File: src/rtl/clk_div_prog.sv
// clk_div_prog: programmable 50%-duty clock divider with glitch-free
// run-time divisor changes, clean low-phase start/stop, a rising-edge strobe
// and a running status.
// Optional feature macro: CLKDIV_TICK_FALL_EN adds the tick_fall output, a
// one-cycle strobe in the first cycle clk_out is low after each falling toggle.
module clk_div_prog #(
  parameter int CLK_HZ = 100000000,
  parameter int OUT_HZ = 10000,
  parameter int CNT_W  = 16
) (
  input  logic             clk,
  input  logic             rst,
  input  logic             en,
  input  logic             div_we,
  input  logic [CNT_W-1:0] div_half,
  output logic             clk_out,
  output logic             tick_rise,
  output logic             running,
`ifdef CLKDIV_TICK_FALL_EN
  output logic             tick_fall,
`endif
  output logic             pend
);

  localparam int DEF_HALF = CLK_HZ / (2 * OUT_HZ);

  // The default half-period must be representable and non-zero.
  if ((DEF_HALF < 1) || (longint'(DEF_HALF) > ((longint'(1) << CNT_W) - 1))) begin : g_bad_def_half
    $error("clk_div_prog: DEF_HALF=%0d out of range for CNT_W=%0d", DEF_HALF, CNT_W);
  end

  localparam logic [CNT_W-1:0] DEF_HALF_V = CNT_W'(DEF_HALF);

  localparam logic [0:0] ST_IDLE = 1'b0;
  localparam logic [0:0] ST_RUN  = 1'b1;

  // A zero half-period has no meaning; the fastest legal rate is half=1.
  function automatic logic [CNT_W-1:0] clamp_half(input logic [CNT_W-1:0] v);
    return (v == '0) ? CNT_W'(1) : v;
  endfunction

  logic [CNT_W-1:0] r_cnt;
  logic [CNT_W-1:0] r_half_cur;
  logic [CNT_W-1:0] r_half_pend;
  logic             r_pend;
  logic             r_clk_out;
  logic [0:0]       r_state;
  logic             r_tick_rise;

  logic [CNT_W-1:0] w_wr_half;
  logic             w_run;
  logic             w_tc;
  logic             w_stop_low;
  logic             w_rise;
  logic             w_fall;

  logic [CNT_W-1:0] w_cnt_nxt;
  logic [CNT_W-1:0] w_half_cur_nxt;
  logic [CNT_W-1:0] w_half_pend_nxt;
  logic             w_pend_nxt;
  logic             w_clk_nxt;
  logic [0:0]       w_state_nxt;

  assign w_wr_half  = clamp_half(div_half);
  assign w_run      = (r_state == ST_RUN);
  assign w_tc       = (r_cnt == (r_half_cur - CNT_W'(1)));
  // Stopping from the low phase is immediate; from the high phase it waits
  // for the terminal count so the last high pulse is never truncated.
  assign w_stop_low = w_run && !en && !r_clk_out;
  assign w_rise     = w_run && w_tc && !r_clk_out && en;
  assign w_fall     = w_run && w_tc && r_clk_out;

  // Next-state logic for the counter, output phase, divisor and run state.
  always_comb begin
    w_state_nxt     = r_state;
    w_cnt_nxt       = r_cnt;
    w_clk_nxt       = r_clk_out;
    w_half_cur_nxt  = r_half_cur;
    w_half_pend_nxt = r_half_pend;
    w_pend_nxt      = r_pend;
    case (r_state)
      ST_IDLE: begin
        w_cnt_nxt = '0;
        w_clk_nxt = 1'b0;
        if (en) begin
          w_state_nxt = ST_RUN;
        end
        // No output activity to disturb, so divisors take effect at once.
        if (div_we) begin
          w_half_cur_nxt  = w_wr_half;
          w_half_pend_nxt = w_wr_half;
          w_pend_nxt      = 1'b0;
        end else if (r_pend) begin
          w_half_cur_nxt = r_half_pend;
          w_pend_nxt     = 1'b0;
        end
      end
      default: begin
        if (w_stop_low) begin
          w_state_nxt = ST_IDLE;
          w_cnt_nxt   = '0;
        end else if (w_tc) begin
          w_cnt_nxt = '0;
          w_clk_nxt = !r_clk_out;
          if (r_clk_out) begin
            if (!en) begin
              w_state_nxt = ST_IDLE;
            end
            // Falling toggle: the only safe point to switch the half-period.
            // It uses the pending state from before any write this cycle.
            if (r_pend) begin
              w_half_cur_nxt = r_half_pend;
              w_pend_nxt     = 1'b0;
            end
          end
        end else begin
          w_cnt_nxt = r_cnt + CNT_W'(1);
        end
        // A write while running is parked until the next falling toggle.
        if (div_we) begin
          w_half_pend_nxt = w_wr_half;
          w_pend_nxt      = 1'b1;
        end
      end
    endcase
  end

  // State registers; reset clears everything, including a parked divisor.
  always_ff @(posedge clk or posedge rst) begin
    if (rst) begin
      r_state     <= ST_IDLE;
      r_cnt       <= '0;
      r_clk_out   <= 1'b0;
      r_half_cur  <= DEF_HALF_V;
      r_half_pend <= DEF_HALF_V;
      r_pend      <= 1'b0;
      r_tick_rise <= 1'b0;
    end else begin
      r_state     <= w_state_nxt;
      r_cnt       <= w_cnt_nxt;
      r_clk_out   <= w_clk_nxt;
      r_half_cur  <= w_half_cur_nxt;
      r_half_pend <= w_half_pend_nxt;
      r_pend      <= w_pend_nxt;
      r_tick_rise <= w_rise;
    end
  end

`ifdef CLKDIV_TICK_FALL_EN
  logic r_tick_fall;

  // Falling strobe, including the toggle that ends a high-phase stop.
  always_ff @(posedge clk or posedge rst) begin
    if (rst) begin
      r_tick_fall <= 1'b0;
    end else begin
      r_tick_fall <= w_fall;
    end
  end

  assign tick_fall = r_tick_fall;
`else
  logic w_fall_unused;
  assign w_fall_unused = w_fall;
`endif

  assign clk_out   = r_clk_out;
  assign tick_rise = r_tick_rise;
  assign running   = (r_state == ST_RUN);
  assign pend      = r_pend;

endmodule

File: config.mk
export PLATFORM = sky130hd
export DESIGN_NAME = clk_div_prog
export DESIGN_NICKNAME = d
export VERILOG_FILES = /design/src/rtl/clk_div_prog.sv
export SDC_FILE = /design/constraint.sdc
export NUM_CORES = 1
export LEC_CHECK = 0
export ABC_AREA = 0
export CORE_ASPECT_RATIO = 1.75
export CORE_UTILIZATION = 30
export DETAILED_ROUTE_END_ITERATION = 10
export PLACE_DENSITY = 0.47
export SETUP_SLACK_MARGIN = 0.15
export SLEW_MARGIN = 20
export SYNTH_ARGS = -nofsm -noshare
export SYNTH_HDL_FRONTEND = slang
export SYNTH_SLANG_ARGS = --single-unit
File: constraint.sdc
create_clock -name clk -period 3.2 [get_ports clk]
set_input_delay 0.64 -clock clk [delete_from_list [all_inputs] [get_ports clk]]
set_output_delay 0.64 -clock clk [all_outputs]
set_load 0.01 [all_outputs]
# --- Yosys cells after proc, flatten, opt, wreduce, memory -nomap -nowiden ---
# Cells that the tools add are included.
# W data, S select, Z words.
op_classes:
  add_sub_neg: 2
  eq_ne: 7
  n_mux: 23
  reduce_logical: 11
ops:
  columns: ["op", "n"]
  rows:
  - ["$mux W16", 10]
  - ["$add A16 B1 Y16 const B", 1]
  - ["$eq A16 B16 Y1", 1]
  - ["$logic_not A16 Y1", 1]
  - ["$sub A16 B1 Y16 const B", 1]
  - ["$mux W1", 13]
  - ["$ne A3 B3 Y1 const B", 2]
  - ["$reduce_and A3 Y1", 2]
  - ["$logic_and A1 B1 Y1", 5]
  - ["$ne A2 B2 Y1 const B", 2]
  - ["$ne A3 B2 Y1 const B", 1]
  - ["$logic_not A1 Y1", 2]
  - ["$ne A2 B1 Y1 const B", 1]
  - ["$reduce_and A2 Y1", 1]
word_totals:
  reg_bits: 52
  inputBits: 20
  out_inout_bits: 4
  elab_cells: 50

# --- Logic depth before layout (Yosys ltp) ---
# Gate-level depths: netlist (run 1).
depth:
  ltp_word: 6
  ltp_mapped: 13
  depth_no_buf: 9

# --- Least setup slack after synthesis (run 1) ---
# OpenSTA, ideal clock, no wires.
synth_path:
  path_kind: "register -> register"
  from: "register r_half_cur[0]"
  to: "register r_pend, in the netlist pend"
  setup_time_ns: 0.137
  t_arrival_ns: 2.958
  required_ns: 3.063
  path_slack_ns: 0.105
  stages_incl_launch_ff: 14
  n_path_buf: 4
  synth_period_minus_slack_ns: 3.095
  path_cell_list: "dfrtp_1 > buf_6 > inv_1 > ha_1 > buf_2 > nor3b_1 > nand4_1 > xnor2_1 > or4bb_1 > a2111oi_4 > and2_1 > buf_6 > buf_6 > a31oi_1"
synth_between:
  elab_chain_len: 4
synth_lines:
  columns: ["element", "line_no", "text"]
  rows:
  - ["start, declared", "43", "logic [CNT_W-1:0] r_half_cur;"]
  - ["start signal, assigned", "142", "r_half_cur <= w_half_cur_nxt;"]
  - ["$sub A16 B1 Y16", "66", "assign w_tc = (r_cnt == (r_half_cur - CNT_W'(1)));"]
  - ["$eq A16 B16 Y1", "66", null]
  - ["$ne A3 B2 Y1 (no line)", null, null]
  - ["$reduce_and A3 Y1 (no line)", null, null]
  - ["end signal, assigned", "144", "r_pend <= w_pend_nxt;"]
  - ["end, declared", "45", "logic r_pend;"]
# No other way between the ends.
# A chain may end at the register's enable or synchronous reset.

# --- Worst setup path after layout (run 1) ---
layout_path:
  from: "register r_half_cur[0]"
  to: "register r_half_cur[0]"
layout_between:
  elab_chain_len: 5
  word_cells_on_any_way: 10
  classes_between: "1 x add/sub; 2 x eq/ne; 6 x mux; 1 x reduce/logical"
layout_lines:
  columns: ["element"]
  rows:
  - ["branches (longest 5 deep; another with $sub A16 B1 Y16)"]
# Parallel ways; which one is timed is not known. The select of a mux whose other input is x is not followed.

==> out/qor_table.md, run 1 <==
| Result | Value | Unit |
|:---|:---|:---|
| Status | complete, no violations | - |
| Source of the worst register-to-register timing path | r_half_cur[0] | - |
| Buffer depth of the longest clock path | 2 | - |
| Max-slew violation total from the final report | 0 | - |
| Vias in the first global route | 3200 | - |
| Post-detailed-route DRC marker count | 0 | - |
| Unique cell type count in the Yosys netlist | 53 | - |
| Number of sinks on the clock net | 52 | - |
| WL/cell | 16.9 | µm |
| Critical path class | reg -> reg | - |
| FF+latch count, synth | 52 | - |
| # hold bufs at CTS | 0 | - |
| Max Cap Viol | 0 | - |
| Iteration-0 DRC Markers | 142 | - |
| Share of cells above drive strength 1 | 0.155 | - |
| Floorplan Core Area | 0.0115 | mm² |
| Top FF cell, synth | sky130_fd_sc_hd__dfrtp_1 | - |
| Die Area | 0.0122 | mm² |
| Timing-limited maximum frequency | 339 | MHz |
| Largest fanout on the critical path | 19 | - |
| Number of antenna violations at the first check in global routing | 0 | - |
| Y dimension of the die | 145 | µm |
| Post-synth EDFFs | 0 | - |
| Syn_nets | 448 | - |
| Total I/O pin count | 24 | - |
| Total CTS buffers | 5 | - |
| Syn Area/Cell | 8.29 | µm² |
| Ant. Diodes | 0 | - |
| Startpoint of the lowest-slack hold path | r_half_pend[9] | - |
| Maximum resistive drop on vdd | 0.000178 | V |
| Worst hold path cell count | 2 | - |
| Number of endpoints with negative hold slack in the final report | 0 | - |
| Setup slack of the most critical reg-to-reg path | 0.25 | ns |
| Total of fill cells in the finished design | 1187 | - |
| Synth warn | 0 | - |
| Count of nets left with antenna violations after detail routing | 0 | - |
| Fin crit period | 2.95 | ns |
| DP Area | 0.00395 | mm² |
| Number of detailed-routing iterations run before antenna repair | 5 | - |
| Cells after Synth | 426 | - |
| Critical Path End Type | register | - |
| Reg-to-Reg End | r_half_cur[0] | - |
| Cell taking the most area after synthesis | sky130_fd_sc_hd__dfrtp_1 | - |
| Share of synthesized flip-flops with an asynchronous set or reset | 1.00 | - |
| Largest net degree at the start of global routing | 40 | - |
| Area fraction of the dominant cell type after synthesis | 0.298 | - |
| Worst-margin pin slew | 0.659 | ns |
| Routability cong. | 0.869 | - |
| Reg2reg path depth | 9 | - |
| Half-perimeter wire length after placement | 7370 | µm |
| # H-tree levels | 2 | - |
| Final instance area | 0.00420 | mm² |
| Number of nets in the layout | 465 | - |
| Static Leakage | 1.67 | nW |
| TNS Setup | 0 | ns |
| Overall global routing resource usage | 0.165 | - |
| Root cell of the clock tree | sky130_fd_sc_hd__clkbuf_16 | - |
| Clock latency on the worst-skew pair | 0.30 | ns |
| Number of endpoints failing setup at the final stage | 0 | - |
| Commonest non-fill, non-tap cell in the layout | sky130_fd_sc_hd__nand2_1 | - |
| Startpoint kind of the worst setup timing path | register | - |
| Area Growth Syn to Fin | 18.9 | % |
| Fraction of the yosys area taken by sequential cells | 0.372 | - |
| Post-Synthesis Cell Area | 0.00353 | mm² |
| Arrival time reported for the critical path endpoint | 3.17 | ns |
| Unrepaired setup endpoints after global routing | yes | - |
| Clk_skew | 0.00720 | ns |
| Clock tree from TritonCTS | done | - |
| Clock slew at the register clock pins of the worst setup and hold paths | 0.07 | ns |
| Number of buffers added on ports | 23 | - |
| Leftover overflow at the end of global routing | 0 | - |
| Min-delay worst type | reg -> reg | - |
| Endpoint required time on the critical path | 3.42 | ns |
| Worst hold endpoint | r_half_pend[9] | - |
| Cell Pwr Density | 385 | mW/mm² |
| Global-route wire length before repair | 16200 | µm |
| Most used cells in the layout excluding fill and tap cells | sky130_fd_sc_hd__nand2_1, sky130_fd_sc_hd__dfrtp_1, sky130_fd_sc_hd__nor2_1, sky130_fd_sc_hd__o21ai_0, sky130_fd_sc_hd__nand3_1 | - |
| Horizontal die dimension | 84.0 | µm |
| Leading cell types by total area after synthesis | sky130_fd_sc_hd__dfrtp_1, sky130_fd_sc_hd__nand2_1, sky130_fd_sc_hd__dfstp_2 | - |
| Total number of vias | 3207 | - |
| Initial cell density of the core | 0.306 | - |
| Per-cell via count in the routed design | 5.54 | - |
| Final critical-path share of the clock period | 0.923 | - |
| Number of standard-cell rows in the floorplan | 52 | - |
| Headroom to the max-slew limit | 0.561 | - |
| Total wire length after detailed routing | 9770 | µm |
-- routing by layer --
layer	global-route usage	share of wire	vias to the layer above	wire, µm
met5	0	0	-	0
met4	0.0845	0.040	0	391
met2	0.318	0.56	70	5440
met1	0.173	0.38	1554	3710
li1	-	-	1556	-
met3	0.0182	0.024	27	231
-- logic make-up (layout without fill, tap and decap cells) --
logic type | Yosys count | after routing | share of synthesized area
flip-flops | 52 | 52 | 0.372
AND/OR/NAND/NOR | 179 | 180 | 0.244
XOR/XNOR | 36 | 36 | 0.0893
multiplexers | 14 | 14 | 0.0440
buffers and inverters | 44 | 61 | 0.0571
adder cells (fa/ha/maj) | 2 | 2 | 0.00709
AO/OA/AOI/OAI | 99 | 99 | 0.186
-- repair_timing --
action                     in CTS  in global routing
buffers inserted                0                  0
resized for setup               0                  7
setup endpoints to repair       0                 36
-- cell usage after synthesis (3+ instances only) --
master and count:
sky130_fd_sc_hd__inv_1 9, sky130_fd_sc_hd__dfrtp_1 42, sky130_fd_sc_hd__nand2_1 74, sky130_fd_sc_hd__o21ai_0 26
sky130_fd_sc_hd__and4_1 3, sky130_fd_sc_hd__nand2b_1 3, sky130_fd_sc_hd__dfstp_2 10, sky130_fd_sc_hd__nor3_1 9
sky130_fd_sc_hd__nand3_1 26, sky130_fd_sc_hd__o211ai_1 4, sky130_fd_sc_hd__a21oi_1 16, sky130_fd_sc_hd__nand4_1 10
sky130_fd_sc_hd__a22oi_1 13, sky130_fd_sc_hd__xnor2_1 19, sky130_fd_sc_hd__buf_6 4, sky130_fd_sc_hd__or2_2 3
sky130_fd_sc_hd__clkbuf_1 24, sky130_fd_sc_hd__buf_1 4, sky130_fd_sc_hd__a41oi_1 13, sky130_fd_sc_hd__xor2_1 17
sky130_fd_sc_hd__a31oi_1 3, sky130_fd_sc_hd__nor2_1 29, sky130_fd_sc_hd__nor4_1 4, sky130_fd_sc_hd__o21ai_1 9
sky130_fd_sc_hd__mux2_2 12
-- per-stage QoR --
stage | power, mW | util | worst slack [ns] | cells | hold slack, ns
after detailed placement | 0.845 | 0.343 | 0.218 | 570 | 0.483
after global routing | 1.68 | 0.364 | 0.115 | 579 | 0.524
after global placement | 0.844 | 0.343 | 0.249 | 570 | 0.478
final | 1.62 | 0.364 | 0.246 | 579 | 0.499
after CTS | 1.64 | 0.361 | 0.180 | 578 | 0.497
after floorplan | 0.788 | - | 0.160 | 426 | 0.456
-- where the power goes --
part / switching [mW] / internal [mW] / leakage (nW)
registers: 0.0153 / 0.683 / 0.581
clock network: 0.255 / 0.528 / 0.104
logic: 0.0687 / 0.0655 / 0.989
total: 0.339 / 1.28 / 1.67
-- state kept, by name, indices dropped and copies added (netlist names) --
signal,count
clk_out,1
r_cnt,16
r_half_pend,16
running,1
tick_rise,1
r_half_cur,16
pend,1
-- worst max-delay path, cell delays in order, from the launching register on --
cell                        delay, ns
sky130_fd_sc_hd__dfrtp_1         0.39
sky130_fd_sc_hd__buf_4           0.17
sky130_fd_sc_hd__or4_4           0.57
sky130_fd_sc_hd__or4_1           0.55
sky130_fd_sc_hd__a21oi_2         0.18
sky130_fd_sc_hd__o21ai_1         0.11
sky130_fd_sc_hd__a2111oi_4       0.37
sky130_fd_sc_hd__and2_4          0.22
sky130_fd_sc_hd__buf_12          0.15
sky130_fd_sc_hd__mux2i_1         0.18
-- worst max path at each step --
stage	from	to	slack [ns]	cells after the start
floorplan	r_half_cur[0]	pend	0.16	13
global placement	r_half_cur[5]	tick_rise	0.25	6
detailed placement	r_half_cur[5]	clk_out	0.22	8
CTS	r_half_cur[5]	clk_out	0.18	8
global route	r_half_cur[0]	clk_out	0.12	9
finish	r_half_cur[0]	r_half_cur[0]	0.25	9
-- layout make-up --
type | instances | area, µm² | share of cell area
multi-input combinational | 331 | 2060 | 0.491
sequential | 52 | 1320 | 0.313
timing repair buffer | 44 | 404 | 0.0963
tap | 135 | 169 | 0.0403
clock buffer | 5 | 125 | 0.0298
clock inverter | 3 | 90.1 | 0.0215
inverter | 9 | 33.8 | 0.00805
(Power assumes the default switching activity.)
==> inputs of run 2 (changes only) <==
- MAX_ROUTING_LAYER: unset -> met4
==> out/qor_table.md, run 2 (same netlist as run 1, synthesis figures left out) <==
| Result | Value | Unit |
|:---|:---|:---|
| Final standard cell utilization of the core | 0.363 | - |
| Largest fanout on the critical path | 19 | - |
| Share of total power in the clock network | 0.485 | - |
| Startpoint kind of the worst setup timing path | register | - |
| WL/cell | 16.6 | µm |
| Number of standard-cell rows in the floorplan | 52 | - |
| Crit-path cells | buf_4, or4_4, or4_1, a21oi_1, o21ai_1, a2111oi_4, and2_1, buf_12, mux2i_1 | - |
| Worst hold endpoint | r_half_pend[9] | - |
| Worst hold path cell count | 2 | - |
| Share of cells above drive strength 1 | 0.147 | - |
| TNS Setup | 0 | ns |
| Critical path class | reg -> reg | - |
| Highest cell delay on the worst timing path | 0.61 | ns |
| Post-layout worst setup margin | 0.295 | ns |
| Source of the worst register-to-register timing path | r_half_cur[0] | - |
| Worst-margin pin slew | 0.666 | ns |
| Cell-internal power | 1.28 | mW |
| Most used cells in the layout excluding fill and tap cells | sky130_fd_sc_hd__nand2_1, sky130_fd_sc_hd__dfrtp_1, sky130_fd_sc_hd__nor2_1, sky130_fd_sc_hd__o21ai_0, sky130_fd_sc_hd__nand3_1 | - |
| Status | complete, no violations | - |
| Count of nets left with antenna violations after detail routing | 0 | - |
| Leftover overflow at the end of global routing | 0 | - |
| Global-route wire length before repair | 16200 | µm |
| Cell Pwr Density | 387 | mW/mm² |
| Die Area | 0.0122 | mm² |
| Ant. Diodes | 0 | - |
| Sequential share of power | 0.433 | - |
| Clk_skew | 0.00707 | ns |
| Area Growth Syn to Fin | 18.3 | % |
| Maximum resistive drop on vdd | 0.000178 | V |
| Horizontal die dimension | 84.0 | µm |
| Clock tree from TritonCTS | done | - |
| Combinational group share of total power | 0.083 | - |
| Total of fill cells in the finished design | 1185 | - |
| Number of nets in the layout | 464 | - |
| Number of sinks on the clock net | 52 | - |
| Half-perimeter wire length after placement | 7370 | µm |
| Static Leakage | 1.67 | nW |
| Total chip power | 1.62 | mW |
| # hold bufs at CTS | 0 | - |
| Fin Hold WS | 0.499 | ns |
| Share of total power consumed by net switching | 0.210 | - |
| Total CTS buffers | 5 | - |
| Post-detailed-route DRC marker count | 0 | - |
| Routability cong. | 0.883 | - |
| Number of detailed-routing iterations run before antenna repair | 4 | - |
| Number of antenna violations at the first check in global routing | 0 | - |
| Unrepaired setup endpoints after global routing | yes | - |
| Clock slew at the register clock pins of the worst setup and hold paths | 0.07 | ns |
| Timing-limited maximum frequency | 344 | MHz |
| Setup slack of the most critical reg-to-reg path | 0.29 | ns |
| Number of endpoints failing setup at the final stage | 0 | - |
| Reg2reg path depth | 9 | - |
| Largest registers ranked by flip-flop count | r_cnt: 16 flops, r_half_cur: 16 flops, r_half_pend: 16 flops | - |
| Headroom to the max-slew limit | 0.556 | - |
| Min-delay worst type | reg -> reg | - |
| Final critical-path share of the clock period | 0.908 | - |
| Commonest non-fill, non-tap cell in the layout | sky130_fd_sc_hd__nand2_1 | - |
| Buffers inserted by post-CTS timing repair | 0 | - |
| Total I/O pin count | 24 | - |
| Reg-to-Reg End | r_half_cur[0] | - |
| Net switching power | 0.339 | mW |
| Clock latency on the worst-skew pair | 0.30 | ns |
| Number of gates resized after CTS | 0 | - |
| Total number of vias | 3183 | - |
| Number of endpoints with negative hold slack in the final report | 0 | - |
| Iteration-0 DRC Markers | 180 | - |
| Overall global routing resource usage | 0.170 | - |
| Initial cell density of the core | 0.306 | - |
| Startpoint of the lowest-slack hold path | r_half_pend[9] | - |
| # H-tree levels | 2 | - |
| Total wire length after detailed routing | 9600 | µm |
| Root cell of the clock tree | sky130_fd_sc_hd__clkbuf_16 | - |
| Slowest cell on the critical path | sky130_fd_sc_hd__or4_4 | - |
| Number of buffers added on ports | 23 | - |
| Buffer depth of the longest clock path | 2 | - |
| Per-cell via count in the routed design | 5.51 | - |
| Max Cap Viol | 0 | - |
| Endpoint required time on the critical path | 3.42 | ns |
| Vias in the first global route | 3202 | - |
| Max-slew violation total from the final report | 0 | - |
| Post-placement worst setup slack | 0.218 | ns |
| Critical Path End Type | register | - |
| Largest net degree at the start of global routing | 40 | - |
| Fin crit period | 2.91 | ns |
| Floorplan Core Area | 0.0115 | mm² |
| Y dimension of the die | 145 | µm |
| Arrival time reported for the critical path endpoint | 3.13 | ns |
run 2: metal layers:
| metal | track usage | wire [µm] | share of wire | vias up |
|---|---|---|---|---|
| li1 | - | - | - | 1548 |
| met1 | 0.172 | 3690 | 0.38 | 1555 |
| met2 | 0.319 | 5380 | 0.56 | 62 |
| met3 | 0.0182 | 195 | 0.020 | 18 |
| met4 | 0.0845 | 332 | 0.035 | 0 |
| met5 | - | 0 | 0 | - |
run 2: final cells by class:
type                       count  area (µm²)  share of cell area
sequential                    52        1310               0.315
inverter                       9        33.8             0.00809
clock buffer                   5         125              0.0300
tap                          135         169              0.0405
clock inverter                 3        90.1              0.0216
multi-input combinational    330        2040               0.489
timing repair buffer          44         400              0.0959
run 2: worst max-delay path by stage:
stage	from	to	depth (start not counted)
floorplan	r_half_cur[0]	pend	13
global placement	r_half_cur[5]	tick_rise	6
detailed placement	r_half_cur[5]	clk_out	8
CTS	r_half_cur[5]	clk_out	8
global route	r_half_cur[0]	clk_out	10
finish	r_half_cur[0]	r_half_cur[0]	9
run 2: metrics by stage:
stage / instances / area [µm²]
after CTS: 578 / 4160
after global placement: 570 / 3950
final: 578 / 4180
after global routing: 578 / 4180
after floorplan: 426 / 3550
after detailed placement: 570 / 3950
run 2: worst max-delay path, delay by kind of cell, from the launching register on:
family          cells  cell delay, ns
simple gates        3            1.35
flops               1            0.38
mux                 1            0.18
compound gates      3            0.58
buf+inv             2            0.33
run 2: power by group through the flow:
stage                     clock network, mW  registers (mW)  logic, mW
after floorplan                           0           0.707     0.0814
after global placement                    0           0.710      0.134
after detailed placement                  0           0.710      0.135
after CTS                             0.806           0.698      0.135
after global routing                  0.826           0.701      0.151
final                                 0.783           0.699      0.134
==> inputs of run 3 (changes only) <==
- CORE_MARGIN: unset -> 10
- SLEW_MARGIN: 20 -> 30
==> out/qor_table.md, run 3 (same netlist as run 1, synthesis figures left out) <==
| Result | Value | Unit |
|:---|:---|:---|
| Worst hold path cell count | 2 | - |
| Number of detailed-routing iterations run before antenna repair | 4 | - |
| Post-layout worst setup margin | 0.260 | ns |
| Reg2reg path depth | 9 | - |
| Root cell of the clock tree | sky130_fd_sc_hd__clkbuf_16 | - |
| Critical path class | reg -> reg | - |
| Largest net degree at the start of global routing | 26 | - |
| Total number of vias | 3125 | - |
| Number of antenna violations at the first check in global routing | 0 | - |
| Clk_skew | 0.0123 | ns |
| Floorplan Core Area | 0.0115 | mm² |
| Unrepaired setup endpoints after global routing | no | - |
| Status | complete, no violations | - |
| Total CTS buffers | 5 | - |
| DP Area | 0.00396 | mm² |
| Buffers & Inverters on Critical Path | 2 | - |
| Number of nets in the layout | 465 | - |
| Crit path max-delay family | simple AND/OR/NAND/NOR gates | - |
| Largest registers ranked by flip-flop count | r_cnt: 16 flops, r_half_cur: 16 flops, r_half_pend: 16 flops | - |
| Buffer depth of the longest clock path | 2 | - |
| Total chip power | 1.38 | mW |
| Y dimension of the die | 163 | µm |
| Static Leakage | 1.64 | nW |
| Number of standard-cell rows in the floorplan | 52 | - |
| Worst-margin pin slew | 0.684 | ns |
| Clock latency on the worst-skew pair | 0.30 | ns |
| Endpoint required time on the critical path | 3.42 | ns |
| Area Growth Syn to Fin | 16.8 | % |
| Worst hold endpoint | r_half_pend[9] | - |
| Ant. Diodes | 0 | - |
| Max Cap Viol | 0 | - |
| Horizontal die dimension | 102 | µm |
| Timing-limited maximum frequency | 340 | MHz |
| Commonest non-fill, non-tap cell in the layout | sky130_fd_sc_hd__nand2_1 | - |
| Fin crit period | 2.94 | ns |
| Total wire length after detailed routing | 9830 | µm |
| Crit-path cells | buf_4, or4_4, or4_1, a21oi_2, o21ai_1, a2111oi_4, and2_4, buf_12, mux2i_1 | - |
| Final instance area | 0.00412 | mm² |
| Number of buffers added on ports | 23 | - |
| Routability cong. | 0.910 | - |
| TNS Setup | 0 | ns |
| Number of endpoints with negative hold slack in the final report | 0 | - |
| Post-placement worst setup slack | 0.245 | ns |
| Min-delay worst type | reg -> reg | - |
| Maximum resistive drop on vdd | 0.000164 | V |
| Number of sinks on the clock net | 52 | - |
| Post-detailed-route DRC marker count | 0 | - |
| Global-route wire length before repair | 16200 | µm |
| Startpoint kind of the worst setup timing path | register | - |
| Count of nets left with antenna violations after detail routing | 0 | - |
| Source of the worst register-to-register timing path | r_half_cur[0] | - |
| Highest cell delay on the worst timing path | 0.62 | ns |
| Number of endpoints failing setup at the final stage | 0 | - |
| # H-tree levels | 2 | - |
| Half-perimeter wire length after placement | 7730 | µm |
| Overall global routing resource usage | 0.125 | - |
| Buffers inserted by post-CTS timing repair | 0 | - |
| Max-slew violation total from the final report | 0 | - |
| Share of cells above drive strength 1 | 0.151 | - |
| WL/cell | 17.0 | µm |
| Largest fanout on the critical path | 19 | - |
| Iteration-0 DRC Markers | 91 | - |
| Die Area | 0.0167 | mm² |
| Arrival time reported for the critical path endpoint | 3.16 | ns |
| Clock slew at the register clock pins of the worst setup and hold paths | 0.07 | ns |
| Headroom to the max-slew limit | 0.544 | - |
| Critical Path End Type | register | - |
| Initial cell density of the core | 0.306 | - |
| Leftover overflow at the end of global routing | 0 | - |
| Slowest cell on the critical path | sky130_fd_sc_hd__or4_4 | - |
| Final critical-path share of the clock period | 0.919 | - |
| Setup slack of the most critical reg-to-reg path | 0.26 | ns |
| Vias in the first global route | 3130 | - |
| Cell Pwr Density | 336 | mW/mm² |
| Most used cells in the layout excluding fill and tap cells | sky130_fd_sc_hd__nand2_1, sky130_fd_sc_hd__dfrtp_1, sky130_fd_sc_hd__nor2_1, sky130_fd_sc_hd__o21ai_0, sky130_fd_sc_hd__nand3_1 | - |
| Startpoint of the lowest-slack hold path | r_half_pend[9] | - |
| Clock tree from TritonCTS | done | - |
| Total I/O pin count | 24 | - |
| Per-cell via count in the routed design | 5.40 | - |
| Reg-to-Reg End | clk_out | - |
[run 3: worst max path at each step]
stage / from / slack, ns / cells after the start / endpoint
final: r_half_cur[0] / 0.26 / 9 / clk_out
after global routing: r_half_cur[1] / 0.16 / 10 / r_cnt[12]
after CTS: r_half_cur[6] / 0.22 / 8 / clk_out
after detailed placement: r_half_cur[0] / 0.24 / 9 / clk_out
after global placement: r_half_cur[0] / 0.28 / 9 / r_half_cur[0]
after floorplan: r_half_cur[0] / 0.16 / 13 / pend
[run 3: metal layers]
layer  part of all wire  wire length (µm)  GRT usage
met1               0.39              3800      0.124
met2               0.56              5470      0.229
met3              0.017               168     0.0152
met4              0.040               391     0.0657
met5                  0                 0          -
[run 3: layout make-up]
type                       count  area [µm²]
clock buffer                   6         129
clock inverter                 2        16.3
fill                        1180        7390
inverter                       9        33.8
multi-input combinational    330        2050
sequential                    52        1310
tap                          135         169
timing repair buffer          45         412
[run 3: timing repair]
action                                  CTS  global route
hold buffers                              0             0
gates resized for setup                   0             6
endpoints found under the setup margin    0            35
[run 3: where the power goes]
group          internal, mW  leakage (nW)  switching, mW
Combinational        0.0658         0.993         0.0667
Clock                 0.294        0.0675          0.259
Sequential            0.683         0.582         0.0146
[run 3: tightest hold or removal path: stages, from the launching register on]
cell and delay [ns]:
sky130_fd_sc_hd__dfstp_2 0.38, sky130_fd_sc_hd__inv_1 0.04, sky130_fd_sc_hd__o21ai_0 0.07
[run 3: metrics by stage]
step,instances,hold slack [ns],utilization
2_1_floorplan,426,0.456,-
3_3_place_gp,571,0.474,0.343
3_5_place_dp,571,0.484,0.343
6_report,579,0.496,0.358
4_1_cts,579,0.495,0.356
5_1_grt,579,0.513,0.358
==> RTL edit: new RTL, flow settings as in run 3 <==
The option `CLKDIV_TICK_FALL_EN` is turned on by a define.
--- a/src/rtl/clk_div_prog.sv
+++ b/src/rtl/clk_div_prog.sv
@@ -4,4 +4,6 @@
 // Optional feature macro: CLKDIV_TICK_FALL_EN adds the tick_fall output, a
 // one-cycle strobe in the first cycle clk_out is low after each falling toggle.
+`define CLKDIV_TICK_FALL_EN
+
 module clk_div_prog #(
   parameter int CLK_HZ = 100000000,
Function (old outputs only; new: tick_fall): kept (Yosys induction, for registers that start in step).
==> RTL edit against run 3 <==
  * Sequential cell count up 1
  * Cell area fell by 8.7%
  * Wire length down 19%
  * Global-route usage is 1.4 points lower
  * Sequential share of layout area increased by 3.7 points
  * First-iteration DRC count is 19% lower
  * Worst setup slack is essentially flat
  * Non-clock buffer count is 8 lower
  * Clock skew is 0.0061 ns lower
  * Count of clock-buffer cells in the layout down 1
  * Synthesized area fell by 10%
  * Critical path type unchanged
  * Critical endpoint is now r_half_cur[0]
Power is not compared: it rests on default switching activity, and its combinational part moved more than twofold at a synthesized area within 25%.
==> RTL edit: results (changes against run 3) <==
[placement]
dp.cells=462  ; was 571
place.gp.congestion=0.851  ; was 0.910
hpwl_mm=6.21  ; was 7.73 mm
dpl-instance-area_um2=3560  ; was 3960 um^2
io_buffers=24  ; was 23
preCtsSetupSlack_ns=0.191  ; was 0.245 ns

[cells_and_area]
drive_gt1_share_pct=21.5  ; was 15.1%
ff_latch_area_um2=1340  ; was 1310 um^2
nets=366  ; was 465

[global_routing]
grt_max_degree=33  ; was 26
grt_pass1_vias=2560  ; was 3,130
gr-usage-all-layers_pct=11.1  ; was 12.5%
grt_pass1_wl_mm=13.3  ; was 16.2 mm

[min_path]
hold_path_depth=1  ; was 2
min_from=r_half_pend[5]  ; was r_half_pend[9]
min_to=r_half_pend[5]  ; was r_half_pend[9]

[yosys]
synth_area_leaders=dfrtp_1, dfstp_2, mux2_2  ; was dfrtp_1, nand2_1, dfstp_2
synth_commonest_cells=nand2_1, dfrtp_1, nor2_1  ; unchanged
synthXorXnorAreaFrac_pct=8.56  ; was 8.93%
synth_seq_area_share_pct=42.2  ; was 37.2%
synth_adder_area_share_pct=0.789  ; was 0.709%
synthArstFlopShare_pct=100  ; unchanged
synth_compound_area_share_pct=15.7  ; was 18.6%
synth.net_count=344  ; was 448
synth_cells=322  ; was 426
synthMuxAreaShare_pct=6.31  ; was 4.40%

[worst_setup_path]
critPathSlowestCell=or4b_4  ; was or4_4
rrSetupSlack_ns=0.26  ; about the same
critPathMaxFanout=16  ; was 19
crit_family=compound AO/OA/AOI/OAI gates  ; was simple AND/OR/NAND/NOR gates
timing.critical_path.to=r_half_cur[0]  ; was clk_out
cp_slowest_stage_delay_ns=0.55  ; was 0.62 ns
arrival_ns=3.12  ; was 3.16 ns

[sta]
slew_headroom_pct=54.5  ; was 54.4%
clock.fmax_mhz=340  ; about the same
clock_skew_ns=0.00618  ; was 0.0123 ns
hold_ws_ns=0.509  ; was 0.496 ns

[clocking]
cts_root_buffer=clkbuf_16  ; unchanged
htree_levels=2  ; unchanged

[run_status]
outcome=completed  ; unchanged

[detailed_routing]
dr_total_vias=2451  ; was 3,125
drt-initial-drc-count=74  ; was 91
viasPerCell=5.20  ; was 5.40

[power]
switching_share_pct=29.6

RTL edit: changes by cell type in the layout (fill, tap and decap cells not counted), sizes merged, moves of 9 or more:
cell / delta
buf: -9
o221ai: +14
a41oi: -12
nand3: -20
a21oi: -15
nand2: -30
o21ai: -29
RTL edit: area by class of cell:
type                    count  share of cell area, %
multi-input cells         239                   45.5
clock inverters             2                  0.931
clock buffers               5                   3.32
flip-flops and latches     53                   35.6
repair buffers             37                   9.64
inverters                   8                  0.798
well taps                 127                   4.22
RTL edit: what timing repair did:
| action | in CTS | in global routing |
|---|---|---|
| setup buffers | 0 | 2 |
| endpoints found under the setup margin | 0 | 29 |
| gates resized for setup | 0 | 5 |
| hold endpoints to repair | 0 | 0 |
RTL edit: routing by layer:
metal  global-route usage, %  share of wire [%]  routed length, um
met2                    20.7                 56               4470
met3                    1.73                2.3                186
met4                    5.84                2.9                233
met1                    10.6                 38               3060
met5                       -                  0                  0
